`src/rtl/imagem_pkg.sv`:
```
// Shared types and constants for the image RAM arbiter slice.
package imagem_pkg;

    localparam int IMG_ADDR_W = 18;
    localparam int IMG_DATA_W = 32;
    localparam int IMG_BE_W   = 4;
    localparam int IMG_RD_LAT = 1;

    typedef logic master_id_t;

    localparam master_id_t MASTER0 = 1'b0;
    localparam master_id_t MASTER1 = 1'b1;

    typedef struct packed {
        logic       valid;
        master_id_t id;
    } rd_tag_t;

endpackage

```
`src/rtl/rd_tag_pipe.sv`:
```
// Read tag delay line: carries {valid, id} of each accepted read alongside
// the RAM read latency so returning data can be steered to its owner.
module rd_tag_pipe
    import imagem_pkg::*;
#(
    parameter int DEPTH = IMG_RD_LAT
) (
    input  logic    clk,
    input  logic    reset,
    input  rd_tag_t tag_in,
    output rd_tag_t tag_out
);

    rd_tag_t stage [DEPTH];

    // Shift tags one stage per clock; reset drops every read in flight.
    always_ff @(posedge clk) begin
        if (reset) begin
            for (int unsigned i = 0; i < DEPTH; i++) begin
                stage[i] <= '0;
            end
        end else begin
            stage[0] <= tag_in;
            for (int unsigned i = 1; i < DEPTH; i++) begin
                stage[i] <= stage[i-1];
            end
        end
    end

    assign tag_out = stage[DEPTH-1];

endmodule

```
`src/rtl/imagem_ram_arbiter.sv`:
```
// Round-robin arbiter sharing one single-port image RAM between the Nios
// data master (m0) and the image accelerator (m1). One command per clock;
// read data is routed back using a tag pipeline matched to RAM latency.
module imagem_ram_arbiter
    import imagem_pkg::*;
#(
    parameter int ADDR_W = IMG_ADDR_W,
    parameter int DATA_W = IMG_DATA_W,
    parameter int BE_W   = IMG_BE_W,
    parameter int RD_LAT = IMG_RD_LAT
) (
    input  logic              clk,
    input  logic              reset,

    input  logic [ADDR_W-1:0] m0_address,
    input  logic [BE_W-1:0]   m0_byteenable,
    input  logic              m0_read,
    input  logic              m0_write,
    input  logic [DATA_W-1:0] m0_writedata,
    output logic              m0_waitrequest,
    output logic [DATA_W-1:0] m0_readdata,
    output logic              m0_readdatavalid,

    input  logic [ADDR_W-1:0] m1_address,
    input  logic [BE_W-1:0]   m1_byteenable,
    input  logic              m1_read,
    input  logic              m1_write,
    input  logic [DATA_W-1:0] m1_writedata,
    output logic              m1_waitrequest,
    output logic [DATA_W-1:0] m1_readdata,
    output logic              m1_readdatavalid,

    output logic [ADDR_W-1:0] ram_address,
    output logic [BE_W-1:0]   ram_byteenable,
    output logic              ram_chipselect,
    output logic              ram_write,
    output logic [DATA_W-1:0] ram_writedata,
    output logic              ram_clken,
    input  logic [DATA_W-1:0] ram_readdata
);

    logic       req0;
    logic       req1;
    logic       grant_valid;
    master_id_t grant_id;
    master_id_t last_grant;
    logic       sel_read;
    logic       sel_write;
    rd_tag_t    tag_in;
    rd_tag_t    tag_out;

    assign req0 = m0_read | m0_write;
    assign req1 = m1_read | m1_write;

    // Grant decision: sole requester wins; on a tie the master not served last wins.
    always_comb begin
        grant_valid = 1'b0;
        grant_id    = MASTER0;
        if (!reset) begin
            if (req0 && req1) begin
                grant_valid = 1'b1;
                grant_id    = ~last_grant;
            end else if (req0) begin
                grant_valid = 1'b1;
                grant_id    = MASTER0;
            end else if (req1) begin
                grant_valid = 1'b1;
                grant_id    = MASTER1;
            end
        end
    end

    // Remember who was served last; idle cycles leave the history untouched.
    always_ff @(posedge clk) begin
        if (reset) begin
            last_grant <= MASTER1;
        end else if (grant_valid) begin
            last_grant <= grant_id;
        end
    end

    // Steer the granted master's command onto the RAM port (m0 when idle).
    always_comb begin
        ram_address    = m0_address;
        ram_byteenable = m0_byteenable;
        ram_writedata  = m0_writedata;
        sel_read       = m0_read;
        sel_write      = m0_write;
        if (grant_valid && grant_id == MASTER1) begin
            ram_address    = m1_address;
            ram_byteenable = m1_byteenable;
            ram_writedata  = m1_writedata;
            sel_read       = m1_read;
            sel_write      = m1_write;
        end
        ram_chipselect = grant_valid;
        ram_write      = grant_valid & sel_write;
    end

    assign m0_waitrequest = ~(grant_valid && grant_id == MASTER0);
    assign m1_waitrequest = ~(grant_valid && grant_id == MASTER1);
    assign ram_clken      = ~reset;

    // Read+write together is a write, so only pure reads are tagged.
    assign tag_in.valid = grant_valid & sel_read & ~sel_write;
    assign tag_in.id    = grant_id;

    rd_tag_pipe #(
        .DEPTH (RD_LAT)
    ) u_rd_tag_pipe (
        .clk     (clk),
        .reset   (reset),
        .tag_in  (tag_in),
        .tag_out (tag_out)
    );

    // Qualifying with reset suppresses a tag that was already at the output
    // stage when reset arrived.
    assign m0_readdatavalid = ~reset & tag_out.valid & (tag_out.id == MASTER0);
    assign m1_readdatavalid = ~reset & tag_out.valid & (tag_out.id == MASTER1);
    assign m0_readdata      = ram_readdata;
    assign m1_readdata      = ram_readdata;

endmodule
```
`config.mk`:
```
export PLATFORM = sky130hd
export DESIGN_NAME = imagem_ram_arbiter
export DESIGN_NICKNAME = d
export VERILOG_FILES = /design/src/rtl/imagem_pkg.sv /design/src/rtl/rd_tag_pipe.sv /design/src/rtl/imagem_ram_arbiter.sv
export SDC_FILE = /design/constraint.sdc
export NUM_CORES = 1
export LEC_CHECK = 0
export CORE_AREA = 4 4 103 105
export DETAILED_ROUTE_END_ITERATION = 16
export DIE_AREA = 0 0 107 109
export MAX_ROUTING_LAYER = met4
export SLEW_MARGIN = 20
export SYNTH_ARGS = -nofsm -noshare
export SYNTH_HDL_FRONTEND = slang
export SYNTH_HIERARCHICAL = 1
export SYNTH_SLANG_ARGS = --single-unit
```
`constraint.sdc`:
```
create_clock -name clk -period 1.85 [get_ports clk]
set_input_delay 0.185 -clock clk [delete_from_list [all_inputs] [get_ports clk]]
set_output_delay 0.185 -clock clk [all_outputs]
set_load 0.1 [all_outputs]
```
==> out/results.ini, run 1 <==
[outcome]
status = finished with violations
violations = setup timing

[finish]
final_cell_mix = 108 x clkdlybuf4s50_1, 66 x buf_12, 54 x mux2_4
fin_area_um2 = 3890
syn_to_final_growth_pct = 148
final_common_cell = clkdlybuf4s50_1
layout.cells.non_filler = 416
diodes = 0
nets = 430
drive_gt1_share_pct = 53.4

[cts]
cts_buffers = 3
cts_tree = done
clockRootBuffer = clkbuf_8
htreeDepth = 1
clock_path_buffers = 2
path_clk_slew_ps = 30
clock_latency_ps = 220
numClockSinks = 3

[power]
p_leak_nw = 1.69
internal_power_w = 0.00108
swShare_pct = 51.0
p_per_area_nw_per_um2 = 567
combPwrFrac_pct = 88.1
clockPowerShare_pct = 8.7
peakVddDrop_v = 0.000231
switchingPower_w = 0.00113
seq_power_share_pct = 3.2

[routing]
firstDrtPassIters = 2
via_count = 1508
avgRoutedWirePerCell_um = 17.2
viasPerCell = 3.63
wl_um = 7150
ant_nets = 0
drcViolationCount = 0
first_iter_violations = 54

[run]
maxCapViolations = 0

[critical_path]
crit_start = last_grant$_SDFFE_PP1P_
worst-path-buf-inv = 4
crit_arrival_ps = 1890
crit_top_cell = buf_12
critPathTopFamily = buffers and inverters
path_class = reg -> out
cp_slowest_cell = or3_4
crit_path_end_kind = output port
r2r-start = last_grant$_SDFFE_PP1P_
crit_fanout = 8
max_stage_delay_ps = 400
crit_chain = o21a_1, or3_4, inv_8, buf_4, buf_12, mux2_4, buf_12
required_ps = 1660
worstSetupStartpointType = flop

[timing]
finalSetupViolations = 54
rsz0062_at_grt = yes
fmax_mhz = 483
finalCritPeriodShare_pct = 112
final_max_slew_viol_count = 0
fin_ws_ps = -221
min_period_ps = 2070
worst_pin_slew_ps = 266
holdWs_ps = 365
relSlewSlack_pct = 82.2
finClkSkew_ps = 2.04
hold_viol_final = 0

[yosys]
netlist-cell-type-count = 20
avgSynthCellArea_um2 = 10.5
ys_seq_area_share_pct = 3.82
syn_nets = 296
yosys_register_bits = 3
synth_top_area_share_pct = 46.9
syn_inst = 150
ys_warn_count = 6
yosys-top-cells-area = mux2_4 47%, buf_4 31%, buf_12 6.4%
syn_area_um2 = 1570
synth_area_leader_cell = mux2_4

[global_routing]
grt_max_degree = 9
track_usage_pct = 11.5
grt_remaining_overflow = 0
grt_pass1_wl_um = 9930
grt_antenna_before_repair = 0
first_global_vias = 1628

[hold_path]
hold_start = reset
min_path_type = in -> reg

[floorplan]
die_height_um = 109
io_pins = 271
die_area_um2 = 11700
rows = 36
fp.coreArea_um2 = 9640
initial_core_util_pct = 16.3
die_w_um = 107

[placed_design]
placed_cell_area_um2 = 3690
dp.cells = 402
io_buffers = 174
gp_congestion = 0.769
hpwl_um = 6010

per-stage QoR:
| step | setup WS [ps] | util (%) | TNS (ps) | power [W] |
|---|---|---|---|---|
| floorplan | -359 | - | -3800 | 0.00183 |
| global placement | -372 | 38.3 | -18810 | 0.00196 |
| detailed placement | -389 | 38.3 | -19680 | 0.00197 |
| CTS | -250 | 40.3 | -12910 | 0.00223 |
| global route | -277 | 40.4 | -13660 | 0.00227 |
| finish | -221 | 40.4 | -10630 | 0.00221 |
state kept, by name, summed over array words and instances, names as in the netlist:
| register | cells |
|---|---|
| u_rd_tag_pipe/stage | 2 |
| last_grant | 1 |
kinds of logic (layout without fill, tap and decap cells):
kind of cell           count (synthesis)  count (layout)  synth area share, %
buffers and inverters                 72             205                 38.2
AND/OR/NAND/NOR                       14              14                 5.02
flip-flops                             3               3                 3.82
multiplexers                          54              54                 50.4
AO/OA/AOI/OAI                          7               7                 2.55
repair_timing:
item | CTS | global route
pin swaps | 2 | 1
resized for setup | 9 | 6
setup endpoints to repair | 55 | 54
cloned | 3 | 0
buffers inserted | 5 | 4
hold buffers | 0 | 0
synthesized netlist by cell type:
cell type and n:
nor2_1 3, mux2_4 49, o21ai_0 2, inv_1 2
nand2_1 3, inv_8 1, nor2b_1 2, nor3_1 1
buf_4 64, and3_1 1, o21a_1 1, or3_4 1
a21oi_1 3, dfxtp_1 3, mux2_2 5, nor3b_1 1
buf_12 5, and2b_2 1, nand3_1 1, a211oi_1 1
power groups by stage:
stage,sequential [W],combinational (W),clock [W]
floorplan,0.0000729,0.00176,0
global placement,0.0000718,0.00189,0
detailed placement,0.0000719,0.00190,0
CTS,0.0000710,0.00196,0.000200
global route,0.0000717,0.00199,0.000204
finish,0.0000711,0.00194,0.000192
worst paths after layout:
kind | slack (ps) | end | depth (start not counted)
worst max-delay path | -220 | ram_writedata[15] | 7
worst max register to register | 550 | u_rd_tag_pipe/stage[0][0]$_SDFF_PP0_ | 6
worst min-delay path | 360 | u_rd_tag_pipe/stage[0][0]$_SDFF_PP0_ | 3
worst min register to register | 650 | last_grant$_SDFFE_PP1P_ | 3
per-layer routing:
layer	share of wire (%)	vias up	wire length (µm)	GRT usage [%]
met5	0	-	0	-
met4	0.74	0	53	2.28
met3	15	6	1080	6.39
met2	50	122	3610	19.8
met1	34	669	2410	11.7
li1	-	711	-	-
area by class of cell:
cell class | count | area [µm²]
sequential | 3 | 61.3
multi-input combinational | 75 | 955
inverter | 3 | 18.8
timing repair buffer | 198 | 2640
tap | 133 | 166
fill | 959 | 5750
clock buffer | 4 | 45.0
worst register-to-register path: stages (launching register included):
cell	delay (ps)
dfxtp_2	310
o21a_1	110
or3_4	400
inv_8	90
buf_4	130
buf_4	100
nor2b_1	100
Power figures use the tool's default switching activity.
==> inputs of run 2 (changes only) <==
--- a/config.mk
+++ b/config.mk
@@ -13,4 +13,3 @@
 export SYNTH_ARGS = -nofsm -noshare
 export SYNTH_HDL_FRONTEND = slang
-export SYNTH_HIERARCHICAL = 1
 export SYNTH_SLANG_ARGS = --single-unit
==> constraint.sdc (replaced) <==
create_clock -name clk -period 2.2 [get_ports clk]
set_input_delay 0.22 -clock clk [delete_from_list [all_inputs] [get_ports clk]]
set_output_delay 0.22 -clock clk [all_outputs]
set_load 0.005 [all_outputs]
==> run 2 against run 1 <==
  * The flow now finishes without violations
  * Global-route usage is 1.3 points lower
  * Largest cell class unchanged
  * Non-clock buffer count is 7 lower
  * Register-to-register slack better by 780 ps
  * Clock-buffer cell count stayed put
==> out/results.ini, run 2 <==
[outcome]
status = finished clean

[placed_design]
hpwl_um = 5870  ; -2.4%
io_buffers = 174  ; unchanged
gp_congestion = 0.744  ; -3.3%
preCtsSetupSlack_ps = -249  ; +140 ps

[hold_path]
hold_start = reset
holdPathStages = 2  ; -1
hold_end = u_rd_tag_pipe.stage[0][0]$_SDFF_PP0_
min_path_type = in -> reg

[timing]
finClkSkew_ps = 4.68  ; +2.64 ps
fin_ws_ps = 69.9  ; +291 ps
relSlewSlack_pct = 82.0  ; -0.20 points
min_period_ps = 2130
rsz0062_at_grt = yes
finalCritPeriodShare_pct = 96.8
fmax_mhz = 469
hold_viol_final = 0  ; unchanged
final_max_slew_viol_count = 0  ; unchanged
finalSetupViolations = 0  ; -100%
worst_pin_slew_ps = 269  ; +3.64 ps

[yosys]
netlist-cell-type-count = 20  ; unchanged
avgSynthCellArea_um2 = 9.97  ; -4.8%
async_reset_ff_share_pct = 0  ; unchanged
synth_commonest_cells = 64 x buf_4, 40 x mux2_4, 14 x mux2_2
ys_warn_count = 0  ; -6
ys_seq_area_share_pct = 4.07  ; +0.25 points
syn_area_um2 = 1480  ; -6.1%
yosysMostFrequentCell = buf_4
yosys-top-cells-area = mux2_4 41%, buf_4 33%, mux2_2 11%
synth_edf_count = 0  ; unchanged
synth_top_area_share_pct = 40.7  ; -6.1 points
synth_area_leader_cell = mux2_4
yosys_register_bits = 3  ; unchanged
synthFlopType = dfxtp_1
syn_inst = 148  ; -1.3%
syn_nets = 294  ; -0.68%

[floorplan]
io_pins = 271  ; unchanged
die_w_um = 107  ; unchanged
initial_core_util_pct = 15.3  ; -0.99 points
die_area_um2 = 11700  ; unchanged
die_height_um = 109  ; unchanged
fp.coreArea_um2 = 9640  ; unchanged
rows = 36  ; unchanged

[finish]
post-route-util_pct = 31.4  ; -9.0 points
diodes = 0  ; unchanged
reg_top3 = u_rd_tag_pipe.stage: 2 flops, last_grant: 1 flops
fillers = 1040  ; +8.4%
syn_to_final_growth_pct = 105
nets = 420  ; -2.3%
drive_gt1_share_pct = 28.9  ; -24 points
final_cell_mix = 142 x clkdlybuf4s50_1, 40 x mux2_4, 23 x dlygate4sd2_1
largest_reg_flops = 2  ; unchanged
largest-register = u_rd_tag_pipe.stage
final_common_cell = clkdlybuf4s50_1

[critical_path]
crit_chain = dlygate4sd2_1, o21a_1, nor3_2, inv_2, buf_6, mux2_4, clkdlybuf4s50_1
required_ps = 1980  ; +320 ps
crit_fanout = 10  ; +2
path_class = in -> out
max_stage_delay_ps = 450  ; +50 ps
worst-path-buf-inv = 4  ; unchanged
crit_path_end_kind = output port
worstSetupStartpointType = input pin
critPathTopFamily = buffers and inverters
rrSetupSlack_ps = 1330  ; +780 ps
r2r-start = last_grant$_SDFFE_PP1P_
cp_slowest_cell = clkdlybuf4s50_1
crit_arrival_ps = 1910  ; +20 ps
rr_endpoint = last_grant$_SDFFE_PP1P_
worstRegToRegCells = 3  ; -3

[global_routing]
grt_remaining_overflow = 0  ; unchanged
groute.layer.met1.usage_pct = 10.7  ; -1.0 points
first_global_vias = 1533  ; -5.8%
grt_pass1_wl_um = 9000  ; -9.4%
top_usage_layer = met2
grt_antenna_before_repair = 0  ; unchanged
use_met3_pct = 5.15  ; -1.2 points
grt_max_degree = 20  ; +11
grtUsageMet2_pct = 17.9  ; -2.0 points
track_usage_pct = 10.3  ; -1.3 points

[cts]
cts_buffers = 3  ; unchanged
htreeDepth = 1  ; unchanged
hold_buffers = 0  ; unchanged
clock_latency_ps = 210  ; about the same
clock_path_buffers = 2  ; unchanged
path_clk_slew_ps = 30  ; about the same
numClockSinks = 3  ; unchanged
cts_tree = done
clockRootBuffer = clkbuf_8

[power]
p_per_area_nw_per_um2 = 275  ; -51%
peakVddDrop_v = 0.000155  ; -33%
p_leak_nw = 1.37  ; -19%

[routing]
ant_nets = 0  ; unchanged
firstDrtPassIters = 2  ; unchanged
viasPerCell = 3.69  ; +1.8%
drcViolationCount = 0  ; unchanged
first_iter_violations = 35  ; -35%
via_count = 1498  ; -0.66%
wl_um = 6650  ; -6.9%
avgRoutedWirePerCell_um = 16.4  ; -4.6%

[run]
maxCapViolations = 0  ; unchanged

==> run 2: cell types whose count changed in the layout (fill, tap and decap cells not counted), sizes merged, moves of 2 or more <==
cell           delta
clkdlybuf4s15     +2
nor2b             -2
nand2b            +2
buf              -66
dlygate4sd2      +19
nor3              +2
dlymetal6s2s      +4
clkdlybuf4s50    +34
==> run 2: cell families after synthesis <==
kind of cell | synth area share, %
flip-flops | 4.07
AO/OA/AOI/OAI | 2.37
AND/OR/NAND/NOR | 4.92
multiplexers | 51.4
buffers and inverters | 37.2
==> run 2: repair_timing <==
action                     4_1_cts  5_1_grt
resized for setup               38        6
setup endpoints to repair       54       53
buffers inserted                 2        2
==> run 2: layout make-up <==
type	instances	area [µm²]	area share (%)
Timing Repair Buffer	191	1880	62.1
Multi-Input combinational cell	73	868	28.7
Tap cell	133	166	5.50
Sequential cell	3	60.1	1.98
Clock buffer	4	45.0	1.49
Inverter	2	7.51	0.248
==> run 2: worst reg2reg max path, delay by kind of cell, from the launching register on <==
family                 cells  cell delay, ps
flip-flops                 1             310
AND/OR/NAND/NOR            1             190
buffers and inverters      1             140
AO/OA/AOI/OAI              1             110
==> run 2: through the flow <==
stage,std cells,setup TNS [ps],instance area [µm²],hold WS (ps),total power (W)
2_1_floorplan,148,0,1480,289,0.000363
3_3_place_gp,398,-5290,2950,440,0.000692
3_5_place_dp,398,-7220,2950,440,0.000699
4_1_cts,404,-3090,3000,440,0.000842
5_1_grt,406,-314,3030,265,0.000880
6_report,406,0,3030,256,0.000833
==> run 2: where the power goes <==
group	total [W]	switching, W	internal (W)	leakage, nW
Sequential	0.0000608	0.00000195	0.0000589	0.0249
Clock	0.000160	0.0000366	0.000124	0.0228
Combinational	0.000612	0.000164	0.000448	1.32
Total	0.000833	0.000202	0.000631	1.37
==> run 2: worst max path at each step <==
stage / startpoint / end / slack (ps) / cells past startpoint
after floorplan: last_grant$_SDFFE_PP1P_ / ram_address[0] / 750 / 6
after global placement: m0_write / ram_address[1] / -220 / 7
after detailed placement: m0_write / ram_address[1] / -250 / 7
after CTS: m1_read / ram_writedata[2] / -150 / 7
after global routing: m0_write / ram_writedata[14] / -40 / 7
final: m0_write / ram_writedata[14] / 70 / 7
==> run 2: routing by layer <==
metal | share of wire [%] | up-vias | wire [µm]
li1 | - | 687 | -
met1 | 36 | 669 | 2410
met2 | 49 | 136 | 3260
met3 | 14 | 6 | 957
met4 | 0.44 | 0 | 29
met5 | 0 | - | 0
